File: config.mk
export PLATFORM = sky130hd
export DESIGN_NAME = bcd_decoder
export DESIGN_NICKNAME = d
export VERILOG_FILES = /design/src/rtl/bcd_decoder_pkg.sv /design/src/rtl/bcd_decoder_digit_mac.sv /design/src/rtl/bcd_decoder.sv
export SDC_FILE = /design/constraint.sdc
export NUM_CORES = 1
export LEC_CHECK = 0
export CELL_PAD_IN_SITES_DETAIL_PLACEMENT = 0
export CELL_PAD_IN_SITES_GLOBAL_PLACEMENT = 1
export CORE_MARGIN = 8
export CORE_UTILIZATION = 35
export CTS_CLUSTER_SIZE = 14
export DETAILED_ROUTE_END_ITERATION = 7
export GPL_ROUTABILITY_DRIVEN = 0
export PLACE_DENSITY = 0.76
export SLEW_MARGIN = 20
export SYNTH_ARGS = -nofsm -noshare
export SYNTH_HDL_FRONTEND = slang
export SYNTH_SLANG_ARGS = --single-unit
File: constraint.sdc
create_clock -name clk -period 2.7 [get_ports clk]
set_input_delay 0.54 -clock clk [delete_from_list [all_inputs] [get_ports clk]]
set_output_delay 0.54 -clock clk [all_outputs]
set_load 0.02 [all_outputs]
File: src/rtl/bcd_decoder_pkg.sv
// Shared constants and types for the BCD-to-binary decoder.
//   DIGIT_W        : bits per packed BCD digit
//   NUM_DIGITS_DEF : default digit count per input word
//   BCD_MAX_DIGIT  : largest legal BCD digit value
//   state_e        : decoder FSM states
//   bcd_rsp_t      : result presented to the consumer
package bcd_decoder_pkg;

    localparam int DIGIT_W        = 4;
    localparam int NUM_DIGITS_DEF = 8;
    localparam int BCD_MAX_DIGIT  = 9;
    localparam int BIN_W          = 32;

    typedef enum logic [1:0] {
        IDLE = 2'd0,
        CONV = 2'd1,
        DONE = 2'd2
    } state_e;

    typedef struct packed {
        logic [BIN_W-1:0] bin;
        logic             err;
    } bcd_rsp_t;

endpackage

File: src/rtl/bcd_decoder_digit_mac.sv
// Combinational per-digit step: acc_next = acc*10 + digit, plus detection of
// a digit above the legal BCD range.
//   acc      : running binary accumulator
//   digit    : raw 4-bit digit (accumulated even when illegal)
//   acc_next : acc*10 + digit, 32-bit wrap
//   dig_err  : digit > 9
module bcd_digit_mac
    import bcd_decoder_pkg::*;
(
    input  logic [BIN_W-1:0]   acc,
    input  logic [DIGIT_W-1:0] digit,
    output logic [BIN_W-1:0]   acc_next,
    output logic               dig_err
);

    // x10 built from two shifts so no multiplier is inferred.
    assign acc_next = (acc << 3) + (acc << 1) + BIN_W'(digit);
    assign dig_err  = (digit > DIGIT_W'(BCD_MAX_DIGIT));

endmodule

File: src/rtl/bcd_decoder.sv
// Sequential packed-BCD to binary converter, one digit per cycle, MSD first.
//   clk, rst_n           : clock, async active-low reset
//   in_bcd/in_valid      : packed BCD word, accepted only in IDLE (in_ready)
//   out_bin/out_err      : binary result and illegal-digit flag
//   out_valid/out_ready  : result handshake, held in DONE until accepted
module bcd_decoder
#(
    parameter int NUM_DIGITS = bcd_decoder_pkg::NUM_DIGITS_DEF
)(
    input  logic                                       clk,
    input  logic                                       rst_n,
    input  logic [bcd_decoder_pkg::DIGIT_W*NUM_DIGITS-1:0] in_bcd,
    input  logic                                       in_valid,
    output logic                                       in_ready,
    output logic [bcd_decoder_pkg::BIN_W-1:0]          out_bin,
    output logic                                       out_err,
    output logic                                       out_valid,
    input  logic                                       out_ready
);

    import bcd_decoder_pkg::*;

    localparam int SR_W  = DIGIT_W * NUM_DIGITS;
    localparam int CNT_W = $clog2(NUM_DIGITS) + 1;

    state_e             state_q, state_d;
    logic [SR_W-1:0]    sreg_q, sreg_d;
    logic [BIN_W-1:0]   acc_q, acc_d;
    logic [CNT_W-1:0]   cnt_q, cnt_d;
    logic               err_q, err_d;
    bcd_rsp_t           rsp_q, rsp_d;

    logic [BIN_W-1:0]   mac_acc;
    logic               mac_err;

    bcd_digit_mac u_mac (
        .acc      (acc_q),
        .digit    (sreg_q[SR_W-1 -: DIGIT_W]),
        .acc_next (mac_acc),
        .dig_err  (mac_err)
    );

    always_comb begin
        state_d = state_q;
        sreg_d  = sreg_q;
        acc_d   = acc_q;
        cnt_d   = cnt_q;
        err_d   = err_q;
        rsp_d   = rsp_q;
        unique case (state_q)
            IDLE: begin
                if (in_valid) begin
                    sreg_d  = in_bcd;
                    acc_d   = '0;
                    cnt_d   = '0;
                    err_d   = 1'b0;
                    state_d = CONV;
                end
            end
            CONV: begin
                acc_d  = mac_acc;
                err_d  = err_q | mac_err;
                sreg_d = sreg_q << DIGIT_W;
                cnt_d  = cnt_q + 1'b1;
                // Result register loads only on the edge into DONE so the
                // outputs never show partial sums.
                if (cnt_q == CNT_W'(NUM_DIGITS - 1)) begin
                    rsp_d.bin = mac_acc;
                    rsp_d.err = err_q | mac_err;
                    state_d   = DONE;
                end
            end
            DONE: begin
                if (out_ready) state_d = IDLE;
            end
            default: state_d = IDLE;
        endcase
    end

    always_ff @(posedge clk or negedge rst_n) begin
        if (!rst_n) begin
            state_q <= IDLE;
            sreg_q  <= '0;
            acc_q   <= '0;
            cnt_q   <= '0;
            err_q   <= 1'b0;
            rsp_q   <= '0;
        end else begin
            state_q <= state_d;
            sreg_q  <= sreg_d;
            acc_q   <= acc_d;
            cnt_q   <= cnt_d;
            err_q   <= err_d;
            rsp_q   <= rsp_d;
        end
    end

    assign in_ready  = (state_q == IDLE);
    assign out_valid = (state_q == DONE);
    assign out_bin   = rsp_q.bin;
    assign out_err   = rsp_q.err;

endmodule

==> results_dict.tcl, run 1 <==
set metrics [dict create \
    status "finished with violations" \
    violations "negative setup slack" \
    cts_sinks 103 \
    grt_max_degree 64 \
    clock_latency_ps 360 \
    cp_num_buf_inv 1 \
    cts-root-buf "clkbuf_16" \
    synth_warnings 0 \
    syn_area_um2 6260 \
    rsz0062_at_grt "yes" \
    synthToLayoutAreaGrowth_pct 31.3 \
    min_from "out_bin[17]$_DFFE_PN0P_" \
    grt_overflow 0 \
    crit_family "adder cells" \
    ios 71 \
    groute.usage.overall_pct 15.2 \
    drive_gt1_share_pct 18.0 \
    drtIter0Drc 385 \
    reg2reg_from "sreg_q[31]$_DFFE_PN0P_" \
    cts_htree_levels 3 \
    min_period_over_period_pct 110 \
    wirelength_mm 16.5 \
    cts_tree "done" \
    drt-pass1-iter-count 5 \
    antenna_found_initial 0 \
    maxCapViolCount 0 \
    synth_nets 775 \
    via_count 5359 \
    place.port_buffers 70 \
    drc 0 \
    grt_pass1_wl_mm 27.4 \
    routedWlPerCell_um 16.2 \
    met3WireLength_um 600 \
    fmax_mhz 336 \
    crit_chain "inv_2, fa_1, fa_2, nor2b_4, o2111ai_2, a31o_2, a21oi_2, a211o_1, a31oi_4, or4_1, nand3_1" \
    setup_viol 35 \
    slowest_stage "fa_1" \
    routed.top_layer "met4" \
    period_needed_ps 2970 \
    crit_start "sreg_q[31]$_DFFE_PN0P_" \
    fill_cells 1676 \
    required_ps 3000 \
    worstPathMaxFanout 5 \
    crit_arrival_ps 3270 \
    report.final.slew_viol_count 0 \
    hpwlAfterDp_mm 11.9 \
    wl_met2_mm 8.11 \
    start_util_pct 35.2 \
    die-area_um2 22400 \
    fin_ws_ps -274 \
    ys_types 44 \
    via_per_inst 5.26 \
    nets 882 \
    cts_buffers 9 \
    cts_max_path_buffers 2 \
    row_count 49 \
    cpPeakStageDelay_ps 530 \
    syn_area_per_cell_um2 9.23 \
    tightest_slew_ps 552 \
    hp-class "flop to flop" \
    synth_cells 678 \
    ant_nets 0 \
    hold_violations 0 \
    die_x_um 150 \
    grt_pass1_vias 5576 \
    wl_met1_mm 7.55 \
    critPathKind "flop to flop" \
    relSlewSlack_pct 63.1 \
    die_y_um 150 \
    clkTransAtPathRegs_ps 80 \
    core_um2 17800 \
    seq_area_frac_synth_pct 41.2 \
    end_kind "flop" \
    dp_slack_ps -334 \
    startpoint_type "flop" \
    n_antenna_cell 0 \
    fin_skew_ps 14.6 \
    synth_seq_cells 103 \
]
[routing by layer]
metal,global-route usage (%),vias to the layer above
met1,19.2,2607
met5,0,-
met2,25.4,105
li1,-,2631
met3,3.33,16
met4,5.00,0
[layout make-up]
cell class,count,area [um2],share of cell area [%]
Multi-Input combinational cell,524,3770,46.0
Sequential cell,103,2580,31.4
Timing Repair Buffer,135,1230,15.0
Tap cell,229,287,3.49
Clock buffer,10,239,2.91
Clock inverter,6,56.3,0.686
Inverter,12,45.0,0.548
[per-stage QoR]
step	std cells	hold WS [ps]	instance area [um2]	utilization, %	TNS, ps
floorplan	678	244	6320	-	-1110
global placement	993	364	7610	42.8	-3270
detailed placement	993	365	7610	42.8	-5550
CTS	1013	480	8120	45.7	-4800
global route	1019	506	8210	46.2	-9930
finish	1019	471	8210	46.2	-4890
[cells by family after synthesis]
group,after synthesis,synth area share (%)
and+or+nand+nor,224,17.5
AOI/OAI and AO/OA,205,20.8
DFF,103,41.2
adders and majority gates,61,12.4
buffers and inverters,51,3.06
xor gates and xnor gates,25,3.50
muxes,9,1.60
[worst register-to-register path: stages, from the launching register on]
cell	delay (ps)
dfrtp_1	360
inv_2	40
fa_1	530
fa_2	390
nor2b_4	140
o2111ai_2	130
a31o_2	300
a21oi_2	120
a211o_1	170
a31oi_4	150
or4_1	500
nand3_1	90
[flip-flops by register name, summed over array words and instances, names as in the netlist]
signal and flops:
state_q 2, out_err 1, cnt_q 4, out_bin 32, acc_q 31, sreg_q 32
err_q 1
[synthesized netlist by cell type, drive strengths merged]
| cell type | number | share of area, % |
|---|---|---|
| mux2 | 8 | 1.4 |
| a211o | 2 | 0.28 |
| o31a | 1 | 0.14 |
| nor3 | 5 | 0.66 |
| nand3 | 11 | 0.88 |
| o211a | 1 | 0.16 |
| o211ai | 2 | 0.24 |
| o311ai | 1 | 0.14 |
| o31ai | 2 | 0.24 |
| nor2b | 10 | 1.0 |
| nand2 | 125 | 7.5 |
| inv | 12 | 0.72 |
| o21ai | 65 | 5.2 |
| xnor2 | 13 | 1.8 |
| or4 | 4 | 0.48 |
| dfrtp | 103 | 41 |
| and3b | 28 | 3.9 |
| buf | 8 | 0.48 |
| nand2b | 4 | 0.40 |
| a311oi | 1 | 0.14 |
| or3 | 1 | 0.10 |
| a22o | 28 | 3.9 |
| nor2 | 28 | 1.7 |
| a21oi | 64 | 5.3 |
| xor2 | 12 | 1.7 |
| o21a | 7 | 0.84 |
| a211oi | 3 | 0.36 |
| a31oi | 5 | 0.60 |
| nand4 | 8 | 0.80 |
| a31o | 4 | 0.84 |
| o2111ai | 4 | 0.56 |
| clkbuf | 31 | 1.9 |
| ha | 59 | 12 |
| fa | 2 | 0.64 |
| mux2i | 1 | 0.16 |
| o21bai | 6 | 0.72 |
| a21o | 9 | 1.1 |
[cell usage in the layout (no fill, tap or decap), types with 5 or more instances in the layout]
cell type,count
nand2_1,123
xor2_2,6
mux2_2,5
dfrtp_1,102
nor2_1,26
clkbuf_16,9
nor2b_1,8
clkdlybuf4s50_1,69
xnor2_1,8
nand3_1,9
a21oi_1,59
buf_4,58
xor2_1,5
and3b_1,28
o21a_1,7
inv_1,9
buf_6,5
ha_1,56
nand4_1,8
a21o_1,9
o21ai_0,57
a22o_1,28
xnor2_2,5
[final timing paths]
kind                                            to  slack [ps]  cells after the start
max                          acc_q[28]$_DFFE_PN0P_        -270                     11
min                        out_bin[17]$_DFFE_PN0P_         470                      2
max reg2reg                  acc_q[28]$_DFFE_PN0P_        -270                     11
min reg2reg                out_bin[17]$_DFFE_PN0P_         470                      2
max in group asynchronous  out_bin[31]$_DFFE_PN0P_        1470                      3
min in group asynchronous    acc_q[10]$_DFFE_PN0P_         560                      2
[repair_timing]
item                                    in CTS  in global routing
hold buffers                                 1                  0
hold endpoints to repair                     5                  0
resized for setup                           34                 11
endpoints found under the setup margin      39                 39
cloned                                       0                  0
buffers inserted                             4                  6
pin swaps                                   24                  9
Power of run 1 is not shown: default switching activity piles up to over one toggle a cycle in this logic, so the estimate is an artifact.
==> run 2: changes to the inputs <==
- REMOVE_ABC_BUFFERS: not set -> 1
- SLEW_MARGIN: 20 -> not set
==> run 2 against run 1 <==
Via count rose by 0.22%. Global-route usage fell by 0.27 points. Hold slack got worse by 300 ps. Critical endpoint is now out_bin[20]$_DFFE_PN0P_. The run still ends with negative setup slack left. Non-clock buffer count rose by 8. Critical path type unchanged. Register-to-register slack got worse by 90 ps. Worst setup slack got worse by 91 ps. Maximum frequency fell by 3.0%. Count of clock-buffer cells in the layout rose by 1. Final area rose by 1.4%. Sequential share of layout area fell by 0.44 points. Flip-flop and latch count did not move.
==> results_dict.tcl, run 2 (synthesis results as in run 1) <==
set metrics [dict create \
    grt_overflow 0 \
    row_count 49 \
    cts_buffers 9 \
    status "finished with violations" \
    multi_input_area_um2 3830 \
    required_ps 2940 \
    wl_met1_mm 7.43 \
    routedWlPerCell_um 15.9 \
    grt_max_degree 60 \
    hold_violations 0 \
    die_x_um 150 \
    fin_util_pct 46.8 \
    drc 0 \
    ios 71 \
    synthToLayoutAreaGrowth_pct 33.1 \
    mostFrequentLayoutCell "nand2_1" \
    cts_tree "done" \
    wl_met2_mm 7.88 \
    antenna_found_initial 0 \
    startpoint_type "flop" \
    ant_nets 0 \
    fin_skew_ps 10.4 \
    cts_hold_buf 0 \
    routed.top_layer "met4" \
    grt_pass1_vias 5446 \
    met3WireLength_um 832 \
    cts-root-buf "clkbuf_16" \
    grt_pass1_wl_mm 27.2 \
    hpwlAfterDp_mm 11.8 \
    fill_cells 1688 \
    worstPathMaxFanout 2 \
    cts_htree_levels 3 \
    start_util_pct 35.2 \
    critPathKind "flop to flop" \
    min_period_over_period_pct 114 \
    clock_latency_ps 360 \
    die-area_um2 22400 \
    maxCapViolCount 0 \
    die_y_um 150 \
    fmax_mhz 326 \
    drtIter0Drc 264 \
    dp_slack_ps -492 \
    core_um2 17800 \
    setup_viol 37 \
    n_antenna_cell 0 \
    nets 890 \
    tightest_slew_ps 670 \
    period_needed_ps 3060 \
    clkTransAtPathRegs_ps 70 \
    via_per_inst 5.23 \
    place.port_buffers 70 \
    crit_arrival_ps 3300 \
    end_kind "flop" \
    regArea_um2 2580 \
    report.final.slew_viol_count 0 \
    via_count 5371 \
    wirelength_mm 16.4 \
    rsz0062_at_grt "yes" \
    cts_max_path_buffers 2 \
    violations "negative setup slack" \
    relSlewSlack_pct 55.3 \
    fin_ws_ps -365 \
    groute.usage.overall_pct 14.9 \
    hp-class "input pin to async pin" \
    drt-pass1-iter-count 4 \
    final_cell_mix "120 x nand2_1, 102 x dfrtp_1, 69 x clkdlybuf4s50_1" \
    cts_sinks 103 \
    drive_gt1_share_pct 19.0 \
]
[run 2: cell count changes in the layout (fill, tap and decap cells not counted), sizes merged]
cell	before	now
clkinvlp	1	3
dlygate4sd3	1	0
inv	17	14
buf	65	74
clkbuf	10	11
[run 2: final cells by class]
cell class / instances / share of cell area (%)
clock buffer: 11 / 2.79
clock inverter: 5 / 0.511
inverter: 12 / 0.541
multi-input combinational: 524 / 46.0
sequential: 103 / 31.0
tap: 229 / 3.44
timing repair buffer: 143 / 15.8
[run 2: path summary, 6_finish.rpt]
path	from	end	slack, ps	cells past startpoint
setup / recovery	acc_q[2]$_DFFE_PN0P_	out_bin[20]$_DFFE_PN0P_	-360	14
hold / removal	rst_n	out_bin[13]$_DFFE_PN0P_	170	1
setup reg to reg	acc_q[2]$_DFFE_PN0P_	out_bin[20]$_DFFE_PN0P_	-360	14
hold reg to reg	out_bin[17]$_DFFE_PN0P_	out_bin[17]$_DFFE_PN0P_	470	2
max in group asynchronous	rst_n	state_q[0]$_DFFE_PN0P_	1900	2
min in group clk	out_bin[17]$_DFFE_PN0P_	out_bin[17]$_DFFE_PN0P_	470	2
[run 2: metal layers]
layer	track usage [%]	up-vias
li1	-	2651
met1	19.0	2591
met2	24.5	109
met3	4.23	20
met4	3.65	0
met5	0	-
[run 2: stage by stage]
| stage | setup TNS [ps] | hold WS [ps] | std cells | instance area, um2 |
|---|---|---|---|---|
| 2_1_floorplan | -81760 | 244 | 639 | 6110 |
| 3_3_place_gp | -8460 | 459 | 997 | 7570 |
| 3_5_place_dp | -11710 | 462 | 997 | 7570 |
| 4_1_cts | -6530 | 194 | 1018 | 8100 |
| 5_1_grt | -12340 | 218 | 1027 | 8330 |
| 6_report | -7980 | 174 | 1027 | 8330 |
[run 2: what timing repair did]
item,in CTS,in global routing
setup endpoints to repair,41,44
hold endpoints to repair,0,0
pin swaps,28,19
resized for setup,49,28
buffers inserted,5,10
[run 2: critical path, stage by stage, from the launching register on]
cell and delay, ps:
dfrtp_1 360, inv_2 40, fa_1 510, buf_4 160
fa_2 370, nor2b_4 140, o2111ai_2 140, a31o_4 260
a21oi_2 120, a211o_1 170, buf_4 130, buf_6 90
a21oi_2 50, xnor2_1 150, mux2_4 260
Power of run 2 is left out for the same reason.
